==> src/rtl/serializer_frame_scheduler_if.sv <==
// rtl/serializer_frame_scheduler_if.sv - requester/serial-lane bundle for the frame scheduler
//
// Purpose: groups the request bus and the serial-lane outputs of
// serializer_frame_scheduler into one interface.
//
// Signals:
//   REQ          requester -> scheduler  per-requester request level
//   PAR_IN       requester -> scheduler  packed words, requester i at [i*WORD_W +: WORD_W]
//   ACK          scheduler -> requester  one-hot, one-cycle capture pulse
//   SERIAL_OUT   scheduler -> link       serial data, LSB first
//   SERIAL_VALID scheduler -> link       frame bit qualifier
//   FRAME_START  scheduler -> link       high with bit 0 of each frame
//   BUSY         scheduler -> status     high outside IDLE
//   CUR_ID       scheduler -> status     index of the requester being serialized
//
// Modports: master = requester/link side, slave = scheduler side.

interface serializer_frame_scheduler_if #(
  parameter int NUM_REQ = 8,
  parameter int WORD_W  = 32
);
  localparam int ID_W = (NUM_REQ > 1) ? $clog2(NUM_REQ) : 1;

  logic [NUM_REQ-1:0]        REQ;
  logic [NUM_REQ*WORD_W-1:0] PAR_IN;
  logic [NUM_REQ-1:0]        ACK;
  logic                      SERIAL_OUT;
  logic                      SERIAL_VALID;
  logic                      FRAME_START;
  logic                      BUSY;
  logic [ID_W-1:0]           CUR_ID;

  modport master (
    output REQ,
    output PAR_IN,
    input  ACK,
    input  SERIAL_OUT,
    input  SERIAL_VALID,
    input  FRAME_START,
    input  BUSY,
    input  CUR_ID
  );

  modport slave (
    input  REQ,
    input  PAR_IN,
    output ACK,
    output SERIAL_OUT,
    output SERIAL_VALID,
    output FRAME_START,
    output BUSY,
    output CUR_ID
  );
endinterface

==> src/rtl/serializer_frame_scheduler.sv <==
// rtl/serializer_frame_scheduler.sv - round-robin scheduler sharing one serial lane between requesters
//
// Purpose: arbitrates NUM_REQ parallel-word requesters round-robin, captures
// the granted word and shifts it out LSB first with valid/frame-start
// qualifiers, then idles GAP_CYCLES cycles before the next arbitration.
// Frame period with continuous requests is WORD_W + GAP_CYCLES + 1 cycles.
//
// Ports:
//   CLK    in   clock, rising edge
//   RESET  in   asynchronous active-low reset
//   bus    slave modport of serializer_frame_scheduler_if
//          (REQ, PAR_IN in; ACK, SERIAL_OUT, SERIAL_VALID, FRAME_START, BUSY, CUR_ID out)
//
// All outputs are registered; REQ and PAR_IN only reach outputs through flops.

module serializer_frame_scheduler #(
  parameter int NUM_REQ    = 8,
  parameter int WORD_W     = 32,
  parameter int GAP_CYCLES = 1
) (
  input  logic                          CLK,
  input  logic                          RESET,
  serializer_frame_scheduler_if.slave   bus
);

  localparam int ID_W = (NUM_REQ > 1) ? $clog2(NUM_REQ) : 1;
  localparam int BC_W = $clog2(WORD_W);

  typedef enum logic [1:0] {
    ST_IDLE,
    ST_SHIFT,
    ST_GAP
  } state_t;

  state_t              r_state;
  logic [WORD_W-1:0]   r_shreg;
  logic [BC_W-1:0]     r_bitcnt;
  logic [3:0]          r_gapcnt;
  logic [ID_W-1:0]     r_last;
  logic [NUM_REQ-1:0]  r_ack;
  logic                r_serial_out;
  logic                r_serial_valid;
  logic                r_frame_start;
  logic                r_busy;
  logic [ID_W-1:0]     r_cur_id;

  logic                w_found;
  logic [ID_W-1:0]     w_gnt;
  logic [ID_W-1:0]     w_idx;
  int                  w_k;
  logic [WORD_W-1:0]   w_word;

  // Round-robin search: first set request starting just after the last
  // granted index, wrapping modulo NUM_REQ. The loop runs from the nearest
  // candidate outward and the found flag freezes the first hit.
  always_comb begin
    w_found = 1'b0;
    w_gnt   = '0;
    w_idx   = '0;
    w_k     = 0;
    for (int i = 1; i <= NUM_REQ; i++) begin
      w_k = int'(r_last) + i;
      if (w_k >= NUM_REQ) begin
        w_k = w_k - NUM_REQ;
      end
      w_idx = w_k[ID_W-1:0];
      if (!w_found && bus.REQ[w_idx]) begin
        w_found = 1'b1;
        w_gnt   = w_idx;
      end
    end
  end

  assign w_word = bus.PAR_IN[w_gnt*WORD_W +: WORD_W];

  always_ff @(posedge CLK or negedge RESET) begin
    if (!RESET) begin
      r_state        <= ST_IDLE;
      r_shreg        <= '0;
      r_bitcnt       <= '0;
      r_gapcnt       <= '0;
      r_last         <= ID_W'(NUM_REQ - 1);
      r_ack          <= '0;
      r_serial_out   <= 1'b0;
      r_serial_valid <= 1'b0;
      r_frame_start  <= 1'b0;
      r_busy         <= 1'b0;
      r_cur_id       <= '0;
    end else begin
      // ACK is a single-cycle pulse; only the grant edge sets it.
      r_ack <= '0;
      case (r_state)
        ST_IDLE: begin
          r_serial_out   <= 1'b0;
          r_serial_valid <= 1'b0;
          r_frame_start  <= 1'b0;
          if (w_found) begin
            r_ack    <= NUM_REQ'(1) << w_gnt;
            r_shreg  <= w_word;
            r_cur_id <= w_gnt;
            r_last   <= w_gnt;
            r_bitcnt <= '0;
            r_busy   <= 1'b1;
            r_state  <= ST_SHIFT;
          end else begin
            r_busy <= 1'b0;
          end
        end

        ST_SHIFT: begin
          r_serial_out   <= r_shreg[0];
          r_shreg        <= r_shreg >> 1;
          r_serial_valid <= 1'b1;
          r_frame_start  <= (r_bitcnt == '0);
          r_bitcnt       <= r_bitcnt + 1'b1;
          if (r_bitcnt == BC_W'(WORD_W - 1)) begin
            r_bitcnt <= '0;
            if (GAP_CYCLES == 0) begin
              // No gap: the following IDLE cycle is the only non-valid cycle.
              r_busy  <= 1'b0;
              r_state <= ST_IDLE;
            end else begin
              r_gapcnt <= '0;
              r_state  <= ST_GAP;
            end
          end
        end

        ST_GAP: begin
          r_serial_out   <= 1'b0;
          r_serial_valid <= 1'b0;
          r_frame_start  <= 1'b0;
          r_gapcnt       <= r_gapcnt + 1'b1;
          if (r_gapcnt == 4'(GAP_CYCLES - 1)) begin
            r_gapcnt <= '0;
            r_busy   <= 1'b0;
            r_state  <= ST_IDLE;
          end
        end

        default: begin
          r_busy  <= 1'b0;
          r_state <= ST_IDLE;
        end
      endcase
    end
  end

  assign bus.ACK          = r_ack;
  assign bus.SERIAL_OUT   = r_serial_out;
  assign bus.SERIAL_VALID = r_serial_valid;
  assign bus.FRAME_START  = r_frame_start;
  assign bus.BUSY         = r_busy;
  assign bus.CUR_ID       = r_cur_id;

endmodule

==> src/flat_wrapper.sv <==
// flat-port wrapper written by rule: the top's interface ports become plain ports
module serializer_frame_scheduler_flat 
#(
  parameter int NUM_REQ    = 8,
  parameter int WORD_W     = 32,
  parameter int GAP_CYCLES = 1
)
  (CLK, RESET, bus_REQ, bus_PAR_IN, bus_ACK, bus_SERIAL_OUT, bus_SERIAL_VALID, bus_FRAME_START, bus_BUSY, bus_CUR_ID);
  serializer_frame_scheduler_if #(.NUM_REQ(NUM_REQ), .WORD_W(WORD_W)) bus_i ();
  input  logic CLK;
  input  logic RESET;
  input wire logic [$bits(bus_i.REQ)-1:0] bus_REQ;
  input wire logic [$bits(bus_i.PAR_IN)-1:0] bus_PAR_IN;
  output wire logic [$bits(bus_i.ACK)-1:0] bus_ACK;
  output wire logic [$bits(bus_i.SERIAL_OUT)-1:0] bus_SERIAL_OUT;
  output wire logic [$bits(bus_i.SERIAL_VALID)-1:0] bus_SERIAL_VALID;
  output wire logic [$bits(bus_i.FRAME_START)-1:0] bus_FRAME_START;
  output wire logic [$bits(bus_i.BUSY)-1:0] bus_BUSY;
  output wire logic [$bits(bus_i.CUR_ID)-1:0] bus_CUR_ID;
  assign bus_i.REQ = bus_REQ;
  assign bus_i.PAR_IN = bus_PAR_IN;
  assign bus_ACK = bus_i.ACK;
  assign bus_SERIAL_OUT = bus_i.SERIAL_OUT;
  assign bus_SERIAL_VALID = bus_i.SERIAL_VALID;
  assign bus_FRAME_START = bus_i.FRAME_START;
  assign bus_BUSY = bus_i.BUSY;
  assign bus_CUR_ID = bus_i.CUR_ID;
  serializer_frame_scheduler #(.NUM_REQ(NUM_REQ), .WORD_W(WORD_W), .GAP_CYCLES(GAP_CYCLES)) u_core (.CLK(CLK), .RESET(RESET), .bus(bus_i));
endmodule
==> config.mk <==
export PLATFORM = sky130hd
export DESIGN_NAME = serializer_frame_scheduler_flat
export DESIGN_NICKNAME = d
export VERILOG_FILES = /design/src/rtl/serializer_frame_scheduler_if.sv /design/src/rtl/serializer_frame_scheduler.sv /design/src/flat_wrapper.sv
export SDC_FILE = /design/constraint.sdc
export NUM_CORES = 1
export LEC_CHECK = 0
export BUFFER_PORTS_ARGS = -buffer_cell sky130_fd_sc_hd__clkbuf_2
export CORE_MARGIN = 5
export CORE_UTILIZATION = 52
export CTS_CLUSTER_SIZE = 25
export DETAILED_ROUTE_END_ITERATION = 12
export GPL_TIMING_DRIVEN = 0
export PLACE_DENSITY = 0.88
export REMOVE_ABC_BUFFERS = 1
export SYNTH_ARGS = -nofsm -noshare
export SYNTH_HDL_FRONTEND = slang
export SYNTH_SLANG_ARGS = --single-unit
==> constraint.sdc <==
create_clock -name CLK -period 5.8 [get_ports CLK]
set_clock_uncertainty 0.15 [all_clocks]
set_input_delay 0 -clock CLK [delete_from_list [all_inputs] [get_ports CLK]]
set_output_delay 0 -clock CLK [all_outputs]
set_load 0.02 [all_outputs]
* Yosys cells after proc, flatten, opt, wreduce, memory -nomap -nowiden
Cells that the tools add are included.
** Storage, ports and cells
- Memories :: 0
- Latch bits :: 0
- ROM bits :: 0
- RAM bits :: 0
- Register bits after elaboration :: 61
- Input port bits :: 266
- Logic and storage cells :: 140
- Output and inout bits :: 15
** Cells by class
- Shift-type cells :: 2
- Muxes and demuxes :: 60
- $add $sub $neg :: 18
- Reductions and logical operators :: 26
- Equal/unequal tests :: 6
- Bitwise gates (word level) :: 1
- Div/mod/pow operators :: 0
- Magnitude comparators :: 16
- Multipliers :: 0
** Operators with widths (number)
- $shiftx 256x9->32 :: 1
- $pmux 32 s2 :: 1
- $mux 3 :: 16
- $lt 3x4->1 const B :: 8
- $mux 32 :: 1
- $ge 4x4->1 const B :: 7
- $bmux 1 s3 :: 8
- $sub 3x1->3 const B :: 8
- $mux 1 :: 18
- $add 3x3->4 const B :: 4
- $mux 8 :: 2
- $mux 5 :: 2
- $pmux 5 s2 :: 1
- $add 3x2->4 const B :: 2
- $mux 4 :: 2
- $pmux 4 s2 :: 1
- $reduce_and 2->1 :: 4
- $shl 1x3->8 const A :: 1
- $logic_and 1x1->1 :: 7
- $logic_not 1->1 :: 7
- $mux 2 :: 3
- $ne 2x1->1 const B :: 3
- $pmux 1 s2 :: 3
- $pmux 2 s3 :: 1
- other kinds (16) :: 18

* Logic depth before layout (Yosys ltp)
- Depth in word-level cells :: 30
- Depth in mapped cells :: 17
- Depth with buffers taken out :: 10

* Least setup slack after synthesis
No wires, ideal clock.
- Path kind :: register to register
- From :: reg u_core.r_last[1]
- To :: reg u_core.r_shreg[12]
- Period minus slack after synthesis :: 4.192 ns
- Buffers on the path :: 5
- Data arrival time :: 3.899 ns
- Cell stages (with the launch flop) :: 15
- Path slack :: 1.608 ns
- Library setup time :: 0.143 ns
- Path through :: dfstp_2 -> clkbuf_1 -> inv_1 -> ha_1 -> clkbuf_1 -> buf_2 -> mux4_2 -> o21ai_1 -> buf_2 -> nand2_1 -> clkbuf_1 -> a31o_2 -> a222oi_1 -> mux2_2 -> o211ai_2
** On the way
- Cells in the longest elaborated chain, start to end :: 30
** RTL lines
- start, declared :: RTL line serializer_frame_scheduler.sv:39 : logic [ID_W-1:0] r_last;
- start signal, assigned :: RTL line serializer_frame_scheduler.sv:82 : r_last <= ID_W'(NUM_REQ - 1);
- start signal, assigned :: RTL line serializer_frame_scheduler.sv:101 : r_last <= w_gnt;
- $add 3x1->4 :: RTL line serializer_frame_scheduler.sv:62 : w_k = int'(r_last) + i;
- $ge 4x4->1 or $sub 3x1->3 (tied branches) :: RTL line serializer_frame_scheduler.sv:63, serializer_frame_scheduler.sv:64
- $mux 3 :: RTL line serializer_frame_scheduler.sv:63 : if (w_k >= NUM_REQ) begin
- $bmux 1 s3 :: RTL line serializer_frame_scheduler.sv:67 : if (!w_found && bus.REQ[w_idx]) begin
- $mux 1 (implied by the code) :: RTL line serializer_frame_scheduler.sv:67
- $mux 1 :: RTL line serializer_frame_scheduler.sv:67
- $logic_not 1->1 :: RTL line serializer_frame_scheduler.sv:67
- $logic_and 1x1->1 :: RTL line serializer_frame_scheduler.sv:67
- [... 14 more ...]
- $logic_and 1x1->1 :: RTL line serializer_frame_scheduler.sv:67
- $mux 1 :: RTL line serializer_frame_scheduler.sv:67
- $logic_not 1->1 :: RTL line serializer_frame_scheduler.sv:67
- $logic_and 1x1->1 :: RTL line serializer_frame_scheduler.sv:67
- $mux 3 :: RTL line serializer_frame_scheduler.sv:67
- $shiftx 256x9->32 :: RTL line serializer_frame_scheduler.sv:74 : assign w_word = bus.PAR_IN[w_gnt*WORD_W +: WORD_W];
- $mux 32 :: RTL line serializer_frame_scheduler.sv:97 : if (w_found) begin
- $pmux 32 s2 :: RTL line serializer_frame_scheduler.sv:92 : case (r_state)
- end signal, assigned :: RTL line serializer_frame_scheduler.sv:99 : r_shreg <= w_word;
- end signal, assigned :: RTL line serializer_frame_scheduler.sv:112 : r_shreg <= r_shreg >> 1;
- end, declared :: RTL line serializer_frame_scheduler.sv:36 : logic [WORD_W-1:0] r_shreg;
Several ways; a longest one is shown, not always the timed one. The select of a mux whose other input is x is not followed.
A chain may end at the register's enable or synchronous reset.

* Worst setup path in the final report
- From :: reg u_core.r_last[0]
- To :: reg u_core.r_shreg[31]
The elaborated chain is that of the path after synthesis.

==> reports/metrics.cfg <==
[run_status]
run_status = finished, final reports clean

[cts]
cts_tree = built
clk_latency_ns = 0.33
clkSinkCount = 61
htreeDepth = 3
cts_buffer_depth = 2
cts_made_buffers = 9
root_buffer = clkbuf_16
path_clk_slew_ns = 0.06

[min_path]
hold_path_class = in2reg

[setup_path]
crit_family = compound AO/OA/AOI/OAI gates
required_ns = 5.87
path_class = reg2reg
crit_path_frequent_cell = buf_12
cp_cell_sequence = inv_1 > ha_2 > mux4_2 > a21oi_1 > a311o_2 > buf_12 > and2_4 > buf_12 > a222oi_1 > mux2_2 > o221ai_1
worstPathArrival_ns = 5.67
path_max_fanout = 52
r2r_slack_ns = 0.20
end_kind = flop
crit_path_top_delay_cell = dfstp_4
cp_slowest_stage_delay_ns = 1.02
critPathLaunchType = flop
cp.buffers_inverters = 3

[synthesis]
synthSimpleGateAreaFrac = 0.124
synth-seq-cells = 61
synth_flop_cell = dfrtp_1
synth_fa_ha_area_frac = 0.0111
synth_top_family_by_area = compound AO/OA/AOI/OAI gates
yosys.area.top_type = dfrtp_1
ys_seq_area_frac = 0.194
synth_edf_count = 0
synth_cells = 920
synth_top_area_share = 0.184
yosysUniqueCellTypes = 58
async_flop_share = 1.00
synth.area.mux_share = 0.121
netlist_top_cells_area = dfrtp_1, a222oi_1, and3_1
syn_area_mm2 = 0.00787
synth_compound_area_frac = 0.468
synthXorXnorAreaFrac = 0.00540
syn_area_per_cell_um2 = 8.56
synth_warnings = 0

[cells_and_area]
num-nets-final = 1379
diodes = 0
area_growth_pct = 23.8
final_common_cell = clkbuf_2
n_fill_cell = 1248
drive_above_1_share = 0.423
final_core_util = 0.649
final_cell_mix = clkbuf_2, and3_1, o211ai_1

[sta]
slew_headroom = 0.193
setup_slack_ns = 0.201
worst_slew_pin_slew_ns = 1.21
period_share = 0.965
final-setup-viol-count = 0
min_period_ns = 5.60
hold_violations = 0
rsz0062_at_grt = no
max_freq_mhz = 179
maxSlewViolCount = 0

[die]
fp.coreArea_mm2 = 0.0150
die_h_um = 133
ios = 281
die_x_um = 133
dieArea_mm2 = 0.0177
start_util = 0.524
num_rows = 45

[global_routing]
grt_max_degree = 71
grt_util_all_layers = 0.327
grt-ovfl-total = 0
antenna_found_initial = 0
grt_pass1_vias = 9149
grt_first_pass_wirelength_mm = 47.6

[route]
antenna_left = 0
drt_iter0_markers = 1567
wire_per_inst_um = 24.0
vias_per_cell = 7.36
vias = 9558
drc_errors = 0
drt_pass1_iterations = 11
routed_wl_mm = 31.1

[placed_design]
hpwl_mm = 21.2
io_buffers = 280
gp_congestion = 0.907
pre_cts_ws_ns = -0.783

[flow_run]
drv_cap = 0

## layer usage
layer | wire length (um) | track usage
met4 | 1290 | 0.144
met3 | 3380 | 0.0616
met5 | 0 | 0
met1 | 12200 | 0.435
met2 | 14200 | 0.518
## cell type report
| type | count | area [um^2] | share of cell area |
|---|---|---|---|
| Clock buffer | 10 | 239 | 0.0245 |
| Clock inverter | 6 | 93.8 | 0.00963 |
| Inverter | 11 | 41.3 | 0.00424 |
| Multi-Input combinational cell | 725 | 5860 | 0.601 |
| Sequential cell | 61 | 1530 | 0.157 |
| Tap cell | 188 | 235 | 0.0241 |
| Timing Repair Buffer | 298 | 1740 | 0.179 |
## cells in the mapped netlist, drive strengths merged, types with 5 or more instances
cell,number
and3,98
clkbuf,96
o211ai,94
a222oi,65
a31o,64
o31ai,62
dfrtp,58
o21ai,48
a21oi,46
mux2,41
a211oi,34
a22oi,31
buf,29
nor2,28
nand2,24
mux4,15
mux2i,13
inv,11
nor3,8
ha,7
and2,5
## registers in the layout (all words and copies together), names as in the netlist
name / cells
u_core.bus.ACK: 8
u_core.bus.BUSY: 1
u_core.bus.CUR_ID: 3
u_core.bus.FRAME_START: 1
u_core.bus.SERIAL_OUT: 1
u_core.bus.SERIAL_VALID: 1
u_core.r_bitcnt: 5
u_core.r_gapcnt: 4
u_core.r_last: 3
u_core.r_shreg: 32
u_core.r_state: 2
## tightest hold or removal path, cell delays in order
cell and delay, ns:
clkbuf_2 0.08, o31ai_1 0.05, a211oi_1 0.06, o21ai_0 0.18, o211ai_2 0.09
## worst paths after layout
path / endpoint / start / depth (start not counted)
min in group asynchronous: u_core.bus.SERIAL_VALID / RESET / 2
hold / removal: u_core.r_shreg[0] / bus_PAR_IN[32] / 5
setup / recovery: u_core.r_shreg[31] / u_core.r_last[0] / 11
max in group asynchronous: u_core.r_shreg[30] / RESET / 2
hold reg to reg: u_core.r_shreg[13] / u_core.r_shreg[14] / 2
setup reg to reg: u_core.r_shreg[31] / u_core.r_last[0] / 11
## cell families (layout without fill, tap and decap cells)
| kind of cell | count (synthesis) | count (layout) |
|---|---|---|
| adders and majority gates | 7 | 7 |
| buffers and inverters | 136 | 325 |
| and+or+nand+nor | 177 | 178 |
| xor gates and xnor gates | 4 | 4 |
| DFF | 61 | 61 |
| muxes | 69 | 69 |
| AOI/OAI and AO/OA | 466 | 467 |
## what timing repair did
item | CTS | global route
gates cloned | 1 | 1
setup endpoints to repair | 36 | 32
buffers inserted | 1 | 0
pin swaps | 1 | 0
endpoints found under the hold margin | 58 | 0
gates resized for setup | 3 | 9
hold buffers | 1 | 0
## stage by stage
| stage | area [um^2] | hold WS [ns] | TNS, ns | std cells |
|---|---|---|---|---|
| 6_report | 9750 | 0.0270 | 0 | 1299 |
| 4_1_cts | 9720 | 0.0170 | 0 | 1298 |
| 2_1_floorplan | 7310 | -0.446 | -73.84 | 795 |
| 5_1_grt | 9750 | 0.0617 | 0 | 1299 |
| 3_5_place_dp | 9340 | 0.0279 | -23.77 | 1279 |
| 3_3_place_gp | 8950 | 0.272 | -241.50 | 1263 |
Power is not shown: default switching activity piles up to over one toggle a cycle in this logic, so the estimate is an artifact.
